===== src/rtl/readout_pkg.sv =====
// Shared readout types and defaults for the pixel bus, frame FSM and readout controller.
// Optional parity output is enabled in the controller by READOUT_PARITY_EN.
package readout_pkg;

  typedef enum logic [1:0] {
    IDLE,
    SELECT,
    OUTPUT,
    DONE
  } state_e;

  localparam int NUM_ROWS_DEF = 2;
  localparam int DATA_W_DEF   = 16;

  function automatic int cnt_w(input int n);
    return (n > 1) ? $clog2(n) : 1;
  endfunction

endpackage


===== src/rtl/readout_settle_timer.sv =====
// Loadable down-counter holding a row select for SETTLE_CYCLES+1 cycles.
// expire marks the last select cycle, when the bus word is captured.
module readout_settle_timer
  import readout_pkg::*;
#(
  parameter int SETTLE_CYCLES = 1
) (
  input  logic clk,
  input  logic reset,
  input  logic load_i,
  input  logic en_i,
  output logic expire_o
);

  localparam int CW = cnt_w(SETTLE_CYCLES + 1);

  logic [CW-1:0] cnt_q, cnt_d;

  always_comb begin
    cnt_d = cnt_q;
    if (load_i) begin
      cnt_d = CW'(SETTLE_CYCLES);
    end else if (en_i && cnt_q != '0) begin
      cnt_d = cnt_q - 1'b1;
    end
  end

  always_ff @(posedge clk) begin
    if (!reset) begin
      cnt_q <= '0;
    end else begin
      cnt_q <= cnt_d;
    end
  end

  assign expire_o = en_i && (cnt_q == '0);

endmodule


===== src/rtl/pixel_readout_ctrl.sv =====
// Pixel frame readout: one-hot row select, settle, capture, valid/ready offer.
// Define READOUT_PARITY_EN to add the registered out_parity output.
module pixel_readout_ctrl
  import readout_pkg::*;
#(
  parameter int NUM_ROWS      = NUM_ROWS_DEF,
  parameter int SETTLE_CYCLES = 1,
  parameter int DATA_W        = DATA_W_DEF,
  localparam int ROW_W        = cnt_w(NUM_ROWS)
) (
  input  logic              clk,
  input  logic              reset,
  input  logic              start,
  output logic              busy,
  output logic [NUM_ROWS-1:0] read_sel,
  input  logic [DATA_W-1:0] bus_data,
  output logic [DATA_W-1:0] out_data,
  output logic [ROW_W-1:0]  out_row,
  output logic              out_valid,
  input  logic              out_ready,
`ifdef READOUT_PARITY_EN
  output logic              out_parity,
`endif
  output logic              frame_done
);

  localparam logic [ROW_W-1:0] LAST_ROW = ROW_W'(NUM_ROWS - 1);

  state_e            state_q, state_d;
  logic [ROW_W-1:0]  row_q, row_d;
  logic [DATA_W-1:0] data_q, data_d;
  logic [ROW_W-1:0]  orow_q, orow_d;
  logic              load;
  logic              expire;

  readout_settle_timer #(
    .SETTLE_CYCLES(SETTLE_CYCLES)
  ) u_timer (
    .clk     (clk),
    .reset   (reset),
    .load_i  (load),
    .en_i    (state_q == SELECT),
    .expire_o(expire)
  );

  always_comb begin
    state_d = state_q;
    row_d   = row_q;
    data_d  = data_q;
    orow_d  = orow_q;
    load    = 1'b0;
    unique case (state_q)
      IDLE: begin
        if (start) begin
          state_d = SELECT;
          row_d   = '0;
          load    = 1'b1;
        end
      end
      SELECT: begin
        if (expire) begin
          state_d = OUTPUT;
          data_d  = bus_data;
          orow_d  = row_q;
        end
      end
      OUTPUT: begin
        if (out_ready) begin
          if (row_q == LAST_ROW) begin
            state_d = DONE;
          end else begin
            state_d = SELECT;
            row_d   = row_q + 1'b1;
            load    = 1'b1;
          end
        end
      end
      DONE: state_d = IDLE;
      default: state_d = IDLE;
    endcase
  end

  always_ff @(posedge clk) begin
    if (!reset) begin
      state_q <= IDLE;
      row_q   <= '0;
      data_q  <= '0;
      orow_q  <= '0;
    end else begin
      state_q <= state_d;
      row_q   <= row_d;
      data_q  <= data_d;
      orow_q  <= orow_d;
    end
  end

`ifdef READOUT_PARITY_EN
  logic par_q, par_d;

  always_comb begin
    par_d = par_q;
    if (state_q == SELECT && expire) begin
      par_d = ^bus_data;
    end
  end

  always_ff @(posedge clk) begin
    if (!reset) begin
      par_q <= 1'b0;
    end else begin
      par_q <= par_d;
    end
  end

  assign out_parity = par_q;
`endif

  assign read_sel   = (state_q == SELECT) ? (NUM_ROWS'(1) << row_q) : '0;
  assign busy       = (state_q != IDLE);
  assign out_valid  = (state_q == OUTPUT);
  assign frame_done = (state_q == DONE);
  assign out_data   = data_q;
  assign out_row    = orow_q;

endmodule


===== config.mk =====
export PLATFORM = sky130hd
export DESIGN_NAME = pixel_readout_ctrl
export DESIGN_NICKNAME = d
export VERILOG_FILES = /design/src/rtl/readout_pkg.sv /design/src/rtl/readout_settle_timer.sv /design/src/rtl/pixel_readout_ctrl.sv
export SDC_FILE = /design/constraint.sdc
export NUM_CORES = 1
export LEC_CHECK = 0
export CAP_MARGIN = 30
export CORE_UTILIZATION = 36
export DETAILED_ROUTE_END_ITERATION = 16
export GPL_ROUTABILITY_DRIVEN = 0
export GPL_TIMING_DRIVEN = 0
export PLACE_DENSITY = 0.73
export SYNTH_ARGS = -nofsm -noshare
export SYNTH_HDL_FRONTEND = slang
export SYNTH_SLANG_ARGS = --single-unit

===== constraint.sdc =====
create_clock -name clk -period 1.2 [get_ports clk]
set_input_delay 0.18 -clock clk [delete_from_list [all_inputs] [get_ports clk]]
set_output_delay 0.18 -clock clk [all_outputs]
set_load 0.01 [all_outputs]

# --- After elaboration in Yosys (flattened, before gate mapping) ---
# Cells that the tools add are included.
totals:
  memories: 0
  romBits: 0
  latch_bits: 0
  out_inout_bits: 22
  ff_bits: 21
  ram_bits: 0
classes:
  shifts: 1
  mux: 16
  bitwise: 1
  multipliers: 0
  n_lt_le_gt_ge: 0
  n_reduce_logical: 9
  n_addsub: 2
  eq_ne: 6
  div: 0
op_table:
  columns: ["cell", "n"]
  rows:
  - ["two-way mux 2 bit", 5]
  - ["two-way mux 1 bit", 8]
  - ["one-hot mux 2 bit (4 select lines)", 1]
  - ["AND reduction 3 bit", 2]
  - ["nonzero test 2 bit", 3]
  - ["== test 2 bit (second input constant)", 2]
  - ["inequality test 2 bit (second input constant)", 2]
  - ["one-hot mux 1 bit (2 select lines)", 2]
  - ["== test 2 x 1 -> 1 bit (second input constant)", 1]
  - ["logical AND 1 bit", 2]
  - ["zero test 2 bit", 1]
  - ["inequality test 2 x 1 -> 1 bit (second input constant)", 1]
  - ["AND reduction 2 bit", 1]
  - ["left shift 1 x 1 -> 2 bit (first input constant)", 1]
  - ["adder 1 bit (second input constant)", 1]
  - ["inverter 1 bit", 1]
  - ["subtractor 1 bit (second input constant)", 1]

# --- Longest topological paths before layout ---
logic_depth:
  ltp_word: 4
  ltp_mapped: 5
  ltp_nobuf: 3

# --- Cells and area by module ---
# From an unflattened synthesis, not the netlist that was laid out.
hier_totals:
  cells_unflattened: 106
  area_unflattened_um2: 872.1
modules_own_cells:
  columns: ["module", "area_per_inst_um2", "cells_each", "n_inst", "seq_area_each_um2"]
  rows:
  - ["pixel_readout_ctrl", 829.5, 102, 1, 400.4]
  - ["readout_settle_timer", 42.5, 4, 1, 20.0]

# --- Least setup slack after synthesis ---
# No wires, ideal clock.
synth_path:
  path_kind: "register to register"
  from: "register state_q[1]"
  to: "register data_q[15], in the netlist out_data[15]"
  required_time_ns: 1.085
  setup_slack_ns: -0.043
  setup_time_ns: 0.115
  arrival_ns: 1.128
  synth_period_minus_slack_ns: 1.243
  stages_incl_launch_ff: 6
  cell_sequence: "dfxtp_1 -> or3b_1 -> buf_6 -> buf_6 -> nand3_1 -> o21ai_2"
synth_via:
  elab_chain_cells: 3
synth_lines:
  columns: ["element", "line", "text"]
  rows:
  - ["start, declared", "pixel_readout_ctrl.sv:29", "state_e state_q, state_d;"]
  - ["start signal, assigned", "pixel_readout_ctrl.sv:90", "state_q <= state_d;"]
  - ["== test 2 x 1 -> 1 bit (*)", "pixel_readout_ctrl.sv:42, pixel_readout_ctrl.sv:52", null]
  - ["logical AND 1 bit", "readout_settle_timer.sv:36", "assign expire_o = en_i && (cnt_q == '0);"]
  - ["AND reduction 2 bit (no source line) (*)", null, null]
  - ["end signal, assigned", "pixel_readout_ctrl.sv:92", "data_q <= data_d;"]
  - ["end, declared", "pixel_readout_ctrl.sv:31", "logic [DATA_W-1:0] data_q, data_d;"]
# Mark *: on every way between the ends. The rest lies on a longest branch, timed or not.
# A chain may end at the register's enable or synchronous reset.

# --- Worst setup path after layout ---
layout_path:
  from: "register state_q[1]"
  to: "register data_q[7], in the netlist out_data[7]"
# Same word-level chain as after synthesis.

==> metrics <==
Clock Tree Buf Depth=2; # DRC=0; Leak=0.712 nW; main combinational cell family by area after synthesis=compound AO/OA/AOI/OAI gates; share of layout cells above drive strength 1=43.9%; Tightest Pin Transition=0.703 ns; Starting Density=38.1%; GR Util met1=22.3%; status=finished, violations left; worst slack, placed=-0.167 ns; chip width=53.2 µm; routed len/inst=14.2 µm; Design Area, Final=1650 µm²; max-cap violations=0; XOR/XNOR share of the synthesized area=0%; Pint=1.22 mW; Initial DRC Count=12; met3 GRT Util=4.02%; Power per Cell Area=1060 nW/µm²; clock sinks=21; drt first pass iters=4; crit path kind=reg -> reg; CP most frequent cell=buf_12; Vias=952; failing checks=setup timing; startpoint types=register; total congestion overflow=0; Hold Violations, Final=0; Placed Area=1380 µm²; Post-Syn Area=943 µm²; CP Capture Type=register; Nets=178; vias in the first global route=840; Root Driver=clkbuf_4; Critical Path Max Stage Delay=0.37 ns; Post-DP HPWL=1.67 mm; vias per inst=5.09; Synth cell types=22; die span in y=53.2 µm; max-slew violation count=0; largest net degree at the start of global routing=12; Worst-Skew Late Latency=0.31 ns; global-route wire length before repair=3.87 mm; port bufs=40; Simple-Gate Fraction of Synth Area=21.9%; hold crit path type=in -> reg; CTS Hold Bufs=0; Slowest-stage cell, CP=dfxtp_4; gr busiest metal=met2; Worst EP arrival=1.59 ns; Ys Warns=0; number of H-tree levels=1; Comb pwr share=34.0%; fmax=0.725 GHz; skew final=0.0125 ns; I/O pins=42; part of the cycle the worst path needs=115%; complex-gate fraction of the synthesized area=22.4%; Seq pwr share=45.9%; mux share of post-synthesis cell area=1.06%; final setup margin=-0.180 ns; Worst Path Max Fanout=8; NetSw=0.523 mW; Clk pwr share=20.1%; Util after Layout=66.5%; RSZ-0062 raised after global routing=true; die area=2830 µm²; post-synth net total=123; peak supply drop=0.624 mV; Detail Route Antenna Nets=0; M2 GR Usage=33.5%; endpoints failing setup=23; Synth Area per Inst=9.16 µm²; gr usage total=19.4%; Site Rows=18; Post-Synth Adder-Cell Area=0%; switching share of total power=30.0%; Critical Path RT=1.41 ns; CTS tree=done; Seq cells post-synth=21; final wirelength=2.66 mm; antenna diode count=0; Tmin final=1.38 ns; Core ar.=2480 µm²; CTS Buf Count=3; initial antenna violation count=0; sequential cell area fraction in the yosys report=44.6%; crit-path cells=buf_6, or3b_4, buf_12, buf_12, nand3_2, o21ai_2; Rel. slew slack=53.1%; Synth Instances=103; Reg clk slew, reported paths=0.12 ns; area delta synth->final=74.7%
## cell families after synthesis
logic type	Yosys count
AND/OR/NAND/NOR	43
buffers and inverters	12
AO/OA/AOI/OAI	26
multiplexers	1
flip-flops	21
## per-stage QoR
step / TNS, ns / power, mW / hold slack, ns / std cells
3_5_place_dp: -1.25 / 1.25 / 0.448 / 173
2_1_floorplan: -0.0303 / 1.04 / 0.297 / 103
3_3_place_gp: -1.02 / 1.24 / 0.444 / 173
5_1_grt: -3.96 / 1.83 / 0.199 / 187
6_report: -3.29 / 1.74 / 0.197 / 187
4_1_cts: -3.17 / 1.71 / 0.198 / 185
## final timing paths
check	startpoint	end	slack (ns)	depth (start not counted)
worst min register to register	out_data[7]	out_data[7]	0.47	2
worst min-delay path	reset	out_data[14]	0.20	3
worst max register to register	state_q[1]	out_data[7]	-0.18	6
worst max-delay path	state_q[1]	out_data[7]	-0.18	6
## power groups by stage
stage          combinational, mW  sequential, mW  clock [mW]
5_1_grt                    0.631           0.808       0.393
6_report                   0.593           0.800       0.351
3_5_place_dp               0.450           0.805           0
4_1_cts                    0.563           0.794       0.354
2_1_floorplan              0.224           0.819           0
3_3_place_gp               0.442           0.801           0
## layer usage
layer / part of all wire [%] / wire length, µm / vias up
met5: 0 / 0 / -
met4: 2.3 / 62 / 0
met3: 4.1 / 109 / 7
met2: 52 / 1390 / 26
met1: 41 / 1100 / 456
li1: - / - / 463
## critical path, delay by kind of cell, from the launching register on
kind	cells	cell delay [ns]
flops	1	0.37
simple gates	2	0.43
compound gates	1	0.06
buf+inv	3	0.40
## cell usage after synthesis
| cell | instances | area, µm² |
|---|---|---|
| a21boi_2 | 1 | 11.3 |
| a21oi_1 | 2 | 10.0 |
| a311oi_1 | 2 | 17.5 |
| and2b_1 | 1 | 7.51 |
| buf_1 | 1 | 3.75 |
| buf_12 | 2 | 40.0 |
| buf_2 | 2 | 10.0 |
| buf_6 | 2 | 22.5 |
| clkbuf_1 | 1 | 3.75 |
| dfxtp_1 | 21 | 420 |
| inv_1 | 4 | 15.0 |
| mux2i_1 | 1 | 10.0 |
| nand2_1 | 18 | 67.6 |
| nand2b_1 | 1 | 6.26 |
| nand3_1 | 15 | 75.1 |
| nand3_2 | 2 | 20.0 |
| nor2_1 | 4 | 15.0 |
| nor2b_1 | 1 | 6.26 |
| o21ai_0 | 3 | 15.0 |
| o21ai_2 | 17 | 149 |
| o311ai_0 | 1 | 8.76 |
| or3b_1 | 1 | 8.76 |
## final cells by class
| class | count | area [µm²] |
|---|---|---|
| clock buffer | 4 | 26.3 |
| tap | 30 | 37.5 |
| multi-input combinational | 70 | 528 |
| timing repair buffer | 50 | 513 |
| buffer | 8 | 92.6 |
| inverter | 4 | 20.0 |
| fill | 218 | 830 |
| sequential | 21 | 430 |
## cell usage in the layout, fill, tap and decap left out, types with 3 or more instances in the layout
master           instances
buf_4                    4
clkbuf_4                 3
buf_2                    6
o21ai_2                 17
clkdlybuf4s50_1         18
o21ai_0                  3
nand3_2                 15
dfxtp_1                 17
dlygate4sd2_1           17
buf_12                   4
buf_6                    3
nand2_1                 18
## flip-flops by register name, indices dropped and copies added (netlist names)
signal         flops
u_timer.cnt_q      1
out_row            1
row_q              1
out_data          16
state_q            2
## what timing repair did
action	4_1_cts	5_1_grt
cloned	2	1
endpoints found under the setup margin	40	24
resized for setup	66	8
pin swaps	12	1
setup buffers	6	1
No activity file was read; power rests on OpenSTA's default activity.
